==> config.mk <==
export PLATFORM = sky130hd
export DESIGN_NAME = reg_swap_arbiter
export DESIGN_NICKNAME = d
export VERILOG_FILES = /design/src/rtl/reg_swap_arbiter_pkg.sv /design/src/rtl/rr_arbiter_onehot.sv /design/src/rtl/reg_swap_arbiter.sv
export SDC_FILE = /design/constraint.sdc
export NUM_CORES = 1
export LEC_CHECK = 0
export ABC_AREA = 1
export BUFFER_PORTS_ARGS = -buffer_cell sky130_fd_sc_hd__buf_2
export CAP_MARGIN = 25
export CORE_MARGIN = 3
export CORE_UTILIZATION = 50
export CTS_BUF_LIST = sky130_fd_sc_hd__clkbuf_8
export CTS_CLUSTER_SIZE = 20
export DETAILED_ROUTE_END_ITERATION = 7
export PLACE_DENSITY_LB_ADDON = 0.15
export SETUP_SLACK_MARGIN = 0.2
export SLEW_MARGIN = 5
export SYNTH_ARGS = -nofsm -noshare
export SYNTH_HDL_FRONTEND = slang
export SYNTH_SLANG_ARGS = --single-unit
==> constraint.sdc <==
create_clock -name clk -period 4.7 [get_ports clk]
set_input_delay 0.705 -clock clk [delete_from_list [all_inputs] [get_ports clk]]
set_output_delay 0.705 -clock clk [all_outputs]
set_load 0.02 [all_outputs]
==> src/rtl/reg_swap_arbiter_pkg.sv <==
// rtl/reg_swap_arbiter_pkg.sv - shared types and helpers for the swap-register arbiter
package reg_swap_arbiter_pkg;

  typedef enum logic {
    IDLE = 1'b0,
    RESP = 1'b1
  } state_t;

  // Requester index width; a single requester still gets a 1-bit id.
  function automatic int idw(input int n);
    return (n > 1) ? $clog2(n) : 1;
  endfunction

endpackage

==> src/rtl/rr_arbiter_onehot.sv <==
// rtl/rr_arbiter_onehot.sv - combinational round-robin pick starting at ptr
module rr_arbiter_onehot
  import reg_swap_arbiter_pkg::*;
#(
  parameter int NREQ = 4,
  localparam int IDW = idw(NREQ)
) (
  input  logic [NREQ-1:0] req,
  input  logic [IDW-1:0]  ptr,
  output logic [NREQ-1:0] grant,
  output logic [IDW-1:0]  idx,
  output logic            any
);

  logic [2*NREQ-1:0] doubled;
  logic [NREQ-1:0]   rotated;
  int                first;
  int                pos;

  // Rotate so ptr lands at bit 0, take the lowest set bit, then rotate back.
  always_comb begin
    doubled = {req, req} >> ptr;
    rotated = doubled[NREQ-1:0];
    first   = 0;
    any     = 1'b0;
    for (int k = NREQ - 1; k >= 0; k--) begin
      if (rotated[k]) begin
        first = k;
        any   = 1'b1;
      end
    end
    pos = first + int'(ptr);
    if (pos >= NREQ) pos = pos - NREQ;
    idx   = IDW'(pos);
    grant = any ? (NREQ'(1) << pos) : '0;
  end

endmodule

==> src/rtl/reg_swap_arbiter.sv <==
// rtl/reg_swap_arbiter.sv - round-robin shared register with atomic swap and tagged responses
module reg_swap_arbiter
  import reg_swap_arbiter_pkg::*;
#(
  parameter int               NREQ      = 4,
  parameter int               NBITS     = 32,
  parameter logic [NBITS-1:0] RESET_VAL = '0,
  localparam int              IDW       = idw(NREQ)
) (
  input  logic                  clk,
  input  logic                  reset,
  input  logic [NREQ-1:0]       req_val,
  output logic [NREQ-1:0]       req_rdy,
  input  logic [NREQ-1:0]       req_wen,
  input  logic [NREQ*NBITS-1:0] req_data,
  output logic                  resp_val,
  input  logic                  resp_rdy,
  output logic [IDW-1:0]        resp_id,
  output logic [NBITS-1:0]      resp_data,
  output logic [NBITS-1:0]      q
);

  state_t           state, state_nxt;
  logic [IDW-1:0]   ptr, ptr_nxt;
  logic [IDW-1:0]   gnt_idx;
  logic [NREQ-1:0]  grant;
  logic             gnt_any;
  logic             can_accept;
  logic             req_fire;
  logic             resp_fire;
  logic             wr_en;
  logic [NBITS-1:0] wr_data;

  rr_arbiter_onehot #(.NREQ(NREQ)) u_arb (
    .req   (req_val),
    .ptr   (ptr),
    .grant (grant),
    .idx   (gnt_idx),
    .any   (gnt_any)
  );

  // A pending response may be replaced in the same cycle it is consumed.
  always_comb begin
    resp_val   = (state == RESP);
    can_accept = (state == IDLE) | resp_rdy;
    req_rdy    = grant & {NREQ{can_accept & ~reset}};
    req_fire   = gnt_any & can_accept & ~reset;
    resp_fire  = resp_val & resp_rdy;
    wr_en      = req_wen[gnt_idx];
    wr_data    = req_data[int'(gnt_idx)*NBITS +: NBITS];

    state_nxt = state;
    case (state)
      IDLE:    if (req_fire) state_nxt = RESP;
      RESP:    if (resp_fire && !req_fire) state_nxt = IDLE;
      default: state_nxt = IDLE;
    endcase

    ptr_nxt = ptr;
    if (req_fire) ptr_nxt = (gnt_idx == IDW'(NREQ - 1)) ? '0 : gnt_idx + IDW'(1);
  end

  always_ff @(posedge clk) begin
    if (reset) begin
      state     <= IDLE;
      ptr       <= '0;
      q         <= RESET_VAL;
      resp_id   <= '0;
      resp_data <= '0;
    end else begin
      state <= state_nxt;
      ptr   <= ptr_nxt;
      if (req_fire) begin
        resp_data <= q;
        resp_id   <= gnt_idx;
        if (wr_en) q <= wr_data;
      end
    end
  end

endmodule

# After elaboration in Yosys (flattened, before gate mapping)
# Index checks and enable logic that the tools add are counted.
# word_totals
wordCells,41
regBits,69
input_bits,139
out_inout_bits,71
# classes
n_lt_le_gt_ge,2
add_sub_neg,3
bitwise,8
muxes,16
eq_ne,1
reduce_logical,3
shifts,3
# ops
cell,count
indexed part select 128 x 8 -> 32 bit,1
"greater-or-equal comparator 32 x 4 -> 1 bit, second input constant",1
2-to-1 mux 32 bit,1
"<< shifter 1 x 32 -> 4 bit, first input constant",1
"subtractor 32 x 4 -> 32 bit, second input constant",1
2-to-1 mux 2 bit,5
>> shifter 8 x 2 -> 4 bit,1
2-to-1 mux 1 bit,7
bitwise AND 1 bit,4
bitwise AND 4 bit,1
2-to-1 mux 4 bit,1
adder 2 x 2 -> 3 bit,1
"< comparator 2 x 3 -> 1 bit, second input constant",1
"adder 2 x 1 -> 2 bit, second input constant",1
binary-select mux 1 bit (select 2 bit),1
"== test 2 bit, second input constant",1
NOT 1 bit,2
one-hot mux 1 bit (2 select lines),1
AND reduction 2 bit,1
logical AND 1 bit,1
logical NOT 1 bit,1
bitwise OR 1 bit,1

# Depth between registers and ports, before layout
# logic_depth
depth_word,11
mapped_depth,17
mapped_depth_nobuf,16

# By module
# Synthesis repeated with hierarchy kept, for this count alone.
# unflattened
hier_cells,611
area_unflattened_um2,3762.4
# modules_own_cells
module,instances,area_each_um2,seq_area_each_um2,cells_each
reg_swap_arbiter,1,3544.6,1381.3,568
rr_arbiter_onehot,1,217.7,0.0,43

# Least setup slack after synthesis
# Ideal clock, no wire load.
# synth_path
path_type,input to output
from,input req_val[1]
to,output req_rdy[0]
required_time_ns,3.995
setup_slack_ns,1.278
path_stages,13
n_path_buf,3
arrival_time_ns,2.717
path_cell_list,nand2_1 nand3_1 nand2_1 nand3_1 a21boi_0 ha_1 clkbuf_1 inv_1 clkbuf_1 buf_1 ha_1 inv_1 nor2_1
# synth_via
elab_chain_cells,11
word_cells_on_any_way,16
cone_classes,2 x add/sub; 1 x order compare; 2 x shift; 10 x mux; 1 x bitwise
# synth_lines
element,line,text
start: declaration,reg_swap_arbiter.sv:12,"input logic [NREQ-1:0] req_val,"
>> shifter 8 x 2 -> 4 bit (*),rr_arbiter_onehot.sv:22,"doubled = {req, req} >> ptr;"
2-to-1 mux 2 bit (3 in a row),rr_arbiter_onehot.sv:27,if (rotated[k]) begin
2-to-1 mux 2 bit (*),rr_arbiter_onehot.sv:27,
adder 2 x 2 -> 3 bit (*),rr_arbiter_onehot.sv:32,pos = first + int'(ptr);
subtractor 32 x 4 -> 32 bit or greater-or-equal comparator 32 x 4 -> 1 bit (tied branches),rr_arbiter_onehot.sv:33,if (pos >= NREQ) pos = pos - NREQ;
2-to-1 mux 32 bit (*),rr_arbiter_onehot.sv:33,
named net gnt_idx[0],reg_swap_arbiter.sv:25,logic [IDW-1:0] gnt_idx;
<< shifter 1 x 32 -> 4 bit (*),rr_arbiter_onehot.sv:35,grant = any ? (NREQ'(1) << pos) : '0;
2-to-1 mux 4 bit (*),rr_arbiter_onehot.sv:35,
bitwise AND 4 bit (*),reg_swap_arbiter.sv:46,req_rdy = grant & {NREQ{can_accept & ~reset}};
end: declaration,reg_swap_arbiter.sv:13,"output logic [NREQ-1:0] req_rdy,"
# The timed path passes the listed nets; every way through them passes the cells marked *.

# Final worst setup path
# layout_path
from,register ptr[0]
to,output req_rdy[3]
# layout_via
elab_chain_cells,11
word_cells_on_any_way,16
cone_classes,2 x add/sub; 1 x order compare; 2 x shift; 10 x mux; 1 x bitwise
# layout_lines
element,line,text
start: declaration,reg_swap_arbiter.sv:24,"logic [IDW-1:0] ptr, ptr_nxt;"
start signal: assignment,reg_swap_arbiter.sv:72,ptr <= ptr_nxt;
>> shifter 8 x 2 -> 4 bit,rr_arbiter_onehot.sv:22,
2-to-1 mux 2 bit (4 in a row),rr_arbiter_onehot.sv:27,
adder 2 x 2 -> 3 bit,rr_arbiter_onehot.sv:32,
subtractor 32 x 4 -> 32 bit or greater-or-equal comparator 32 x 4 -> 1 bit (tied branches),rr_arbiter_onehot.sv:33,
2-to-1 mux 32 bit,rr_arbiter_onehot.sv:33,
<< shifter 1 x 32 -> 4 bit,rr_arbiter_onehot.sv:35,
2-to-1 mux 4 bit (*),rr_arbiter_onehot.sv:35,
bitwise AND 4 bit (*),reg_swap_arbiter.sv:46,
# Mark *: on every way between the ends. The rest lies on a longest branch, timed or not.

==> key figures <==
STA
  – Slew Viols, Final: 0
  – Setup TNS: 0 ns
  – Worst Tran Pin Value: 0.711 ns
  – RSZ-0062 raised after global routing: false
  – Final setup fails: 0
  – Clock period minus worst slack: 3.89 ns
  – Final hold vios: 0
  – Fmax: 0.257 GHz
  – Final cycle utilization of the critical path: approximately 83%
  – Clock Skew: 0.00920 ns
  – Max-Slew Margin vs Limit: 52.4%

Setup path
  – Delay of the slowest cell on the worst path: 0.54 ns
  – WP data required: between 3 and 4 ns
  – Reg-to-reg slack, setup: 1.24 ns
  – Critical Path End Type: output pin
  – Worst Path Buf+Inv: 3
  – Crit-path most repeated cell: nand2_1
  – CP Data Arrival Time: 3.18 ns
  – Critical-path cell list: inv_2, nand2_1, nand3_1, nand2_1, nand3_1, a21boi_0, ha_2, xor2_1, nand2_1, nand2_2, ha_1, inv_1, nor2_1, buf_2
  – Slowest CP cell: nand2_2
  – Max FO, Critical Path: 36
  – Setup crit start kind: flip-flop
  – Critical path class: reg -> out
  – Top delay family on crit path: simple AND/OR/NAND/NOR gates

Floorplan
  – DIE WIDTH: 95.1 µm
  – # rows: 31
  – Num ports: 210
  – CORE AREA: 7490 µm²
  – DIE AREA: roughly 9000 µm²
  – Die Y: ~95 µm
  – Starting Density: 53.0%

Clock tree
  – CTS resizes: 0
  – Root buffer cell: clkbuf_8
  – CTS tree: done
  – # hold bufs at CTS: 0
  – Clk Latency, worst-skew pair: about 0.33 ns
  – Total CTS buffers: 9
  – Htree depth: 3
  – Clock-pin slew on the worst setup and hold paths: 0.07 ns
  – Bufs on Longest Clock Path: 2
  – Total clock sinks: 69
  – Setup Buffers After CTS: 0

Logic synthesis
  – Register area share after synthesis: 34.8%
  – Leading area contributor after synthesis: nand2_1
  – Asr flop ratio synth: 0%
  – Synth top area cells: nand2_1 35%, dfxtp_1 35%, nor2_1 6.5%
  – Synth Instances: between 600 and 700
  – Synth warn: 0
  – Post-synth top area share: 35.3%
  – Yosys cell types: 21
  – Synth Register Bits: 69
  – Syn Area/Cell: 5.72 µm²
  – Synth Cell Area: 3970 µm²
  – Post-synth EDFFs: 0
  – Syn nets: between 800 and 900
  – Most used DFF post-synth: dfxtp_1

Power
  – Switching share of power: 49.3%
  – P per Cell Area: around 600 nW/µm²
  – Peak supply drop: 0.000222 V
  – Leakage: 0.00318 µW
  – Power share of the clock group: 14.8%
  – Logic pwr share: 58.2%
  – NetSw: roughly 1500 µW
  – Int Power: approximately 1600 µW
  – Sequential Power Share: roughly 27%

Drt
  – DR vias: roughly 4,600
  – Routed Antenna Nets: 0
  – Post-DR wirelength/cell: about 11 µm
  – Initial DRC Count: 169
  – WL final: 11,200 µm
  – # DRC: 0
  – DR pass1 iterations: 5
  – Via-to-Cell Ratio: about 4.7

Final layout
  – Most frequent cells in the layout: 373 x nand2_1, 209 x buf_2, 69 x nor2_1, 69 x dfxtp_1, 44 x nand3_1
  – Share of layout cells above drive strength 1: between 20% and 30%
  – Commonest non-fill, non-tap cell in the layout: nand2_1
  – P&R area growth vs syn: 30.1%
  – ANT cells: 0
  – Final Non-Filler Cells: 980
  – Nets: 1,020

Flow run
  – Max-cap violations: 0

Placed design
  – GPL Wtd Cong: 0.850
  – DP Cell Count: roughly 960
  – IO Port Bufs: ~210
  – Post-DP HPWL: 8150 µm

Worst hold path
  – Hold Crit Class: reg -> reg

Global routing
  – Congestion Overflow GR: 0
  – Initial antenna violation count: 0
  – Largest net degree at the start of global routing: 71
  – Overall Global Routing Usage: 24.1%
  – First-pass GRT wire length: 17,500 µm
  – Vias in the first global route: 4,007

Run status
  – Status: completed
cells in the mapped netlist, types with 5 or more instances:
cell type	n
inv_1	40
inv_2	5
clkbuf_1	20
ha_1	5
dfxtp_1	69
buf_4	5
nand3_1	44
nand2_1	373
o21ai_1	12
nor2_1	69
buf_2	10
o21ai_0	22
sequential cells by signal (all words and copies together), names as in the netlist:
register and flops:
q 32, resp_val 1, resp_id 2, ptr 2
resp_data 32
layout make-up:
class / count / area, µm²
clock buffers: 13 / 179
clock inverters: 3 / 17.5
fillers: 707 / 2320
inverters: 45 / 169
multi-input cells: 537 / 2210
flip-flops and latches: 69 / 1380
well taps: 99 / 124
repair buffers: 214 / 1080
path summary, 6_finish.rpt:
kind	from	endpoint	cells after the start
worst min-delay path	resp_id[0]	resp_id[0]	2
worst max-delay path	ptr[0]	req_rdy[3]	14
worst max register to register	ptr[0]	q[5]	15
worst min register to register	resp_id[0]	resp_id[0]	2
power by group through the flow:
stage	Clock, µW	Sequential [µW]	Combinational [µW]
after floorplan	0	1020	1170
after global placement	0	834	1730
after detailed placement	0	840	1770
after CTS	463	827	1780
after global routing	485	843	2040
final	453	826	1780
per-stage QoR:
stage,setup WS (ns),power [µW],hold WS [ns],utilization (%),area (µm²)
2_1_floorplan,1.28,2180,0.520,-,3970
3_3_place_gp,1.15,2570,0.448,66.3,4960
3_5_place_dp,0.992,2610,0.461,66.3,4960
4_1_cts,0.895,3070,0.472,68.9,5160
5_1_grt,0.504,3370,0.490,68.9,5160
6_report,0.811,3060,0.473,68.9,5160
cells by family after synthesis:
group / count (synthesis) / share of synthesized area, %
AO/OA/AOI/OAI: 39 / 4.98
XOR/XNOR: 1 / 0.221
adder cells (fa/ha/maj): 5 / 1.58
buffers and inverters: 87 / 9.59
flip-flops: 69 / 34.8
multiplexers: 2 / 0.505
AND/OR/NAND/NOR: 490 / 48.3
worst register-to-register path: cells and delay by family, from the launching register on:
| kind | cells | cell delay, ns |
|---|---|---|
| AND/OR/NAND/NOR | 10 | 2.10 |
| XOR/XNOR | 1 | 0.20 |
| flip-flops | 1 | 0.47 |
| adder cells (fa/ha/maj) | 1 | 0.21 |
| buffers and inverters | 2 | 0.17 |
| AO/OA/AOI/OAI | 1 | 0.19 |
per-layer routing:
metal | global-route usage [%] | up-vias | part of all wire, % | wire (µm)
li1 | - | 2461 | - | -
met4 | 7.45 | 0 | 1.9 | 214
met5 | 0 | - | 0 | 0
met1 | 27.4 | 1897 | 41 | 4550
met3 | 4.81 | 24 | 9.8 | 1100
met2 | 44.7 | 202 | 48 | 5310
(Power assumes the default switching activity.)
